## config.mk

```make
export PLATFORM = sky130hd
export DESIGN_NAME = servo_ramp_ctrl
export DESIGN_NICKNAME = d
export VERILOG_FILES = /design/src/rtl/servo_pkg.sv /design/src/rtl/servo_frame_timer.sv /design/src/rtl/servo_ramp_ctrl.sv
export SDC_FILE = /design/constraint.sdc
export NUM_CORES = 1
export LEC_CHECK = 0
export ABC_AREA = 1
export BUFFER_PORTS_ARGS = -buffer_cell sky130_fd_sc_hd__buf_4
export CORE_ASPECT_RATIO = 1.4
export CORE_MARGIN = 5
export CORE_UTILIZATION = 63
export DETAILED_ROUTE_END_ITERATION = 6
export GPL_ROUTABILITY_DRIVEN = 0
export PLACE_DENSITY = 0.86
export SETUP_SLACK_MARGIN = 0.4
export SYNTH_ARGS = -nofsm -noshare
export SYNTH_HDL_FRONTEND = slang
export SYNTH_SLANG_ARGS = --single-unit
export TNS_END_PERCENT = 10
```

## constraint.sdc

```tcl
create_clock -name clk -period 8.72 [get_ports clk]
set_input_delay 0 -clock clk [delete_from_list [all_inputs] [get_ports clk]]
set_output_delay 0 -clock clk [all_outputs]
set_load 0.02 [all_outputs]
```

## src/rtl/servo_pkg.sv

```systemverilog
// Shared types and defaults for the servo motion sequencers.
package servo_pkg;

  typedef enum logic [1:0] {
    IDLE = 2'd0,
    RAMP = 2'd1,
    HOLD = 2'd2
  } state_e;

  localparam int          POS_W       = 8;
  localparam logic [15:0] DIVCLK_DEF  = 16'd1953;
  localparam logic [7:0]  PWM_MIN_DEF = 8'h01;
  localparam logic [7:0]  PWM_MAX_DEF = 8'h20;
  localparam logic [7:0]  PARK_DEF    = 8'h10;

  function automatic logic [POS_W-1:0] clamp_pos(input logic [POS_W-1:0] v,
                                                 input logic [POS_W-1:0] lo,
                                                 input logic [POS_W-1:0] hi);
    if (v < lo) return lo;
    if (v > hi) return hi;
    return v;
  endfunction

endpackage

```

## src/rtl/servo_frame_timer.sv

```systemverilog
// PWM frame timer: prescaler 0..DIVCLK feeding an 8b frame counter;
// frame_tick marks the prescaler wrap that rolls the frame counter over.
module servo_frame_timer #(
  parameter logic [15:0] DIVCLK = 16'd1953
) (
  input  logic clk,
  input  logic resetb,
  output logic frame_tick
);

  logic [15:0] presc;
  logic [7:0]  frame_cnt;
  logic        wrap;

  assign wrap       = (presc == DIVCLK);
  assign frame_tick = wrap && (frame_cnt == 8'hFF);

  always_ff @(posedge clk) begin
    if (!resetb) begin
      presc     <= '0;
      frame_cnt <= '0;
    end else if (wrap) begin
      presc     <= '0;
      frame_cnt <= frame_cnt + 8'd1;
    end else begin
      presc <= presc + 16'd1;
    end
  end

endmodule

```

## src/rtl/servo_ramp_ctrl.sv

```systemverilog
// Servo motion sequencer: takes position commands, slews set_pwm toward the
// target by a bounded step once per PWM frame, then holds for N frames.
module servo_ramp_ctrl
  import servo_pkg::*;
#(
  parameter logic [15:0] DIVCLK  = DIVCLK_DEF,
  parameter logic [7:0]  PWM_MIN = PWM_MIN_DEF,
  parameter logic [7:0]  PWM_MAX = PWM_MAX_DEF,
  parameter logic [7:0]  PARK    = PARK_DEF
) (
  input  logic             clk,
  input  logic             resetb,
  input  logic             cmd_valid,
  output logic             cmd_ready,
  input  logic [POS_W-1:0] cmd_target,
  input  logic [3:0]       cmd_step,
  input  logic [7:0]       cmd_hold,
  input  logic             abort,
  output logic [POS_W-1:0] set_pwm,
  output logic [15:0]      div_clk,
  output logic             frame_tick,
  output logic             busy,
  output logic             done,
  output logic             aborted,
  output state_e           state
);

  // Command handshake: a command transfers on the rising edge where
  // cmd_valid && cmd_ready; cmd_ready is high only in IDLE and cmd_valid is
  // ignored otherwise, so the requester must hold its fields until that edge.

  logic [POS_W-1:0] tgt;
  logic [3:0]       step;
  logic [7:0]       hold;
  logic [7:0]       hold_cnt;
  logic [POS_W:0]   diff;
  logic [POS_W:0]   mag;
  logic             near;
  logic             reach;
  logic [POS_W-1:0] step_pwm;

  assign div_clk = DIVCLK;

  servo_frame_timer #(.DIVCLK(DIVCLK)) u_timer (
    .clk        (clk),
    .resetb     (resetb),
    .frame_tick (frame_tick)
  );

  // 9b two's-complement difference; bit 8 is the sign, so no wraparound.
  assign diff     = {1'b0, tgt} - {1'b0, set_pwm};
  assign mag      = diff[POS_W] ? (~diff + 9'd1) : diff;
  assign near     = (mag <= {5'd0, step});
  assign reach    = (set_pwm == tgt) || (frame_tick && near);
  assign step_pwm = diff[POS_W] ? (set_pwm - {4'd0, step}) : (set_pwm + {4'd0, step});

  always_ff @(posedge clk) begin
    if (!resetb) begin
      state     <= IDLE;
      set_pwm   <= PARK;
      cmd_ready <= 1'b1;
      busy      <= 1'b0;
      done      <= 1'b0;
      aborted   <= 1'b0;
      tgt       <= PARK;
      step      <= 4'd1;
      hold      <= '0;
      hold_cnt  <= '0;
    end else begin
      done    <= 1'b0;
      aborted <= 1'b0;
      case (state)
        IDLE: begin
          if (cmd_valid) begin
            tgt       <= clamp_pos(cmd_target, PWM_MIN, PWM_MAX);
            step      <= (cmd_step == 4'd0) ? 4'd1 : cmd_step;
            hold      <= cmd_hold;
            state     <= RAMP;
            cmd_ready <= 1'b0;
            busy      <= 1'b1;
          end
        end
        RAMP: begin
          if (abort) begin
            aborted   <= 1'b1;
            state     <= IDLE;
            cmd_ready <= 1'b1;
            busy      <= 1'b0;
          end else if (reach) begin
            set_pwm <= tgt;
            if (hold == 8'd0) begin
              done      <= 1'b1;
              state     <= IDLE;
              cmd_ready <= 1'b1;
              busy      <= 1'b0;
            end else begin
              hold_cnt <= hold;
              state    <= HOLD;
            end
          end else if (frame_tick) begin
            set_pwm <= step_pwm;
          end
        end
        HOLD: begin
          if (abort) begin
            aborted   <= 1'b1;
            state     <= IDLE;
            cmd_ready <= 1'b1;
            busy      <= 1'b0;
          end else if (frame_tick) begin
            if (hold_cnt == 8'd1) begin
              done      <= 1'b1;
              state     <= IDLE;
              cmd_ready <= 1'b1;
              busy      <= 1'b0;
            end
            hold_cnt <= hold_cnt - 8'd1;
          end
        end
        default: begin
          state     <= IDLE;
          cmd_ready <= 1'b1;
          busy      <= 1'b0;
        end
      endcase
    end
  end

endmodule
```

==> results.json <==
{
  "clock-sinks": 66,
  "hold_violations": 0,
  "yosysSeqAreaShare_pct": 30.0,
  "remaining_drc_errors": 0,
  "grt_max_degree": 39,
  "ant_nets": 0,
  "antenna_found_initial": 0,
  "portBuffers": 38,
  "yosysWarnings": 0,
  "avgSynthCellArea_sq_um": 6.76,
  "vias": 4446,
  "syn_to_final_growth_pct": 13.9,
  "rrSetupSlack_ns": 5.07,
  "core-area_sq_mm": 0.00689,
  "async_flop_share_pct": 0,
  "r2r-end": "set_pwm[1]",
  "final_common_cell": "nand2_1",
  "p_total_mw": 1.70,
  "period_share_pct": 41.9,
  "cap_violations": 0,
  "cts_max_level": 3,
  "num_rows": 36,
  "dr.pass1.iters": 5,
  "crit_type": "register to register",
  "drt_iter0_markers": 363,
  "min_path_type": "input port to register",
  "critical_path_arrival_ns": 3.92,
  "drv_slew": 0,
  "viasPerCell": 5.56,
  "cts_buffer_depth": 2,
  "synth-seq-cells": 66,
  "routed_wl_microns": 11500,
  "dpl.hpwl_microns": 8200,
  "critPathLaunch": "tgt[0]",
  "max_clock_freq_ghz": 0.274,
  "antenna_cells": 0,
  "netlist_area_sq_mm": 0.00441,
  "cp_max_fo": 14,
  "dieArea_sq_mm": 0.00879,
  "clock_skew_ns": 0.00674,
  "synth_enable_flop_cells": 0,
  "worstMarginPinSlew_ns": 0.944,
  "clk_pin_slew_ns": 0.07,
  "p_leak_nw": 2.33,
  "cts_buffers": 9,
  "grt_remaining_overflow": 0,
  "final_cell_mix": "nand2_1 (125), inv_1 (98), dfxtp_1 (66)",
  "slew_headroom_pct": 36.9,
  "grt_pass1_wl_microns": 19000,
  "r2r-start": "tgt[0]",
  "track_usage_pct": 28.1,
  "endpoint": "set_pwm[1]",
  "finalSetupViolations": 0,
  "required_ns": 8.99,
  "first_global_vias": 4265,
  "ir_drop_v": 0.000220,
  "power_density_mw_per_mm2": 339,
  "rsz0062_at_grt": "no",
  "ys.flop_type": "dfxtp_1",
  "critPathLaunchType": "register",
  "design.final.nets": 757,
  "start_util_pct": 63.9,
  "wl_per_cell_microns": 14.4,
  "syn_inst": 652,
  "endpoint_kind": "register",
  "tns_ns": 0,
  "post-route-min-period_ns": 3.65,
  "die_w_microns": 80.7,
  "hold_depth": 3,
  "reg2reg_depth": 23,
  "cts_tree": "built",
  "synth_cell_types": 42,
  "die_y_microns": 109,
  "drive_above_1_share_pct": 10.4,
  "cts-root-buf": "clkbuf_8",
  "worstSkewPairLatency_ns": 0.37,
  "num_io_pins": 55,
  "status": "complete, no violations"
}
-- sequential cells by signal, summed over array words and instances (netlist names) --
| signal | flops |
|---|---|
| hold_cnt | 8 |
| step | 4 |
| state | 2 |
| aborted | 1 |
| hold | 8 |
| tgt | 8 |
| set_pwm | 8 |
| done | 1 |
| u_timer.presc | 16 |
| busy | 1 |
| cmd_ready | 1 |
| u_timer.frame_cnt | 8 |
-- worst max-delay path, cell delays in order (launching register included) --
cell and delay [ns]:
dfxtp_1 0.36, inv_1 0.05, ha_1 0.21, fa_1 0.41, inv_1 0.12, nand2_2 0.09, nand2_1 0.11, nand3_1 0.10
o211ai_2 0.24, nor2_1 0.11, xnor2_1 0.25, ha_1 0.30, a21oi_1 0.15, o21ai_0 0.09, o21ai_0 0.08, nand2_1 0.11
nor2_4 0.10, nand3_4 0.10, nand2_2 0.19, inv_2 0.12, nand2_1 0.08, o211ai_1 0.09, nand2_1 0.09, inv_1 0.04
-- cell usage after synthesis (all sizes together) (5+ instances only) --
| library cell | instances | area share [%] |
|---|---|---|
| a21oi | 55 | 6.6 |
| a31oi | 7 | 0.99 |
| buf | 21 | 3.6 |
| clkbuf | 10 | 0.85 |
| dfxtp | 66 | 30 |
| ha | 30 | 8.5 |
| inv | 105 | 8.9 |
| nand2 | 128 | 11 |
| nand3 | 47 | 6.2 |
| nand4 | 24 | 3.4 |
| nor2 | 64 | 5.6 |
| nor3 | 12 | 1.4 |
| nor4 | 6 | 0.85 |
| o211ai | 5 | 0.97 |
| o21ai | 36 | 4.1 |
| xor2 | 11 | 2.2 |
-- cells by family after synthesis --
kind of cell | Yosys count | share of synthesized area, %
simple gates | 287 | 29.5
flops | 66 | 30.0
buf+inv | 136 | 13.4
xor+xnor | 13 | 2.58
compound gates | 116 | 14.9
fa+ha+maj | 32 | 9.43
other cells | 2 | 0.170
-- repair_timing --
| action | 4_1_cts | 5_1_grt |
|---|---|---|
| resized for setup | 0 | 0 |
| hold buffers | 17 | 0 |
| setup buffers | 0 | 0 |
| endpoints found under the hold margin | 18 | 0 |
-- stage by stage --
step	hold slack [ns]	std cells	setup WS [ns]	cell area, sq um	util [%]
after CTS	0.0251	800	5.16	5020	72.8
after detailed placement	0.271	768	5.26	4660	67.7
final	0.0429	800	5.07	5020	72.8
after global routing	0.0175	800	4.82	5020	72.8
after global placement	0.261	768	5.46	4660	67.7
after floorplan	0.138	666	5.42	4460	-
-- cell type report --
| type | instances | area, sq um |
|---|---|---|
| multi-input cells | 464 | 2540 |
| fillers | 546 | 1870 |
| flip-flops and latches | 66 | 1320 |
| repair buffers | 55 | 455 |
| inverters | 105 | 394 |
| clock buffers | 12 | 145 |
| well taps | 95 | 119 |
| clock inverters | 3 | 40.0 |
-- per-layer routing --
layer  routed length [microns]  track usage (%)  share of wire (%)
met3                       659             7.60                5.7
met2                      5720             48.2                 50
met5                         0                0                  0
met4                       669             18.0                5.8
met1                      4440             30.0                 39
-- power by group --
part / switching, mW / internal (mW)
registers: 0.0396 / 0.350
clock network: 0.117 / 0.137
logic: 0.686 / 0.371
total: 0.842 / 0.858
-- worst min path at each step --
stage                              from       to
after global routing      cmd_target[0]   tgt[0]
after detailed placement  cmd_target[4]   tgt[4]
after floorplan           cmd_target[4]   tgt[4]
after CTS                 cmd_target[0]   tgt[0]
after global placement      cmd_hold[5]  hold[5]
final                     cmd_target[0]   tgt[0]
Power figures use the tool's default switching activity.
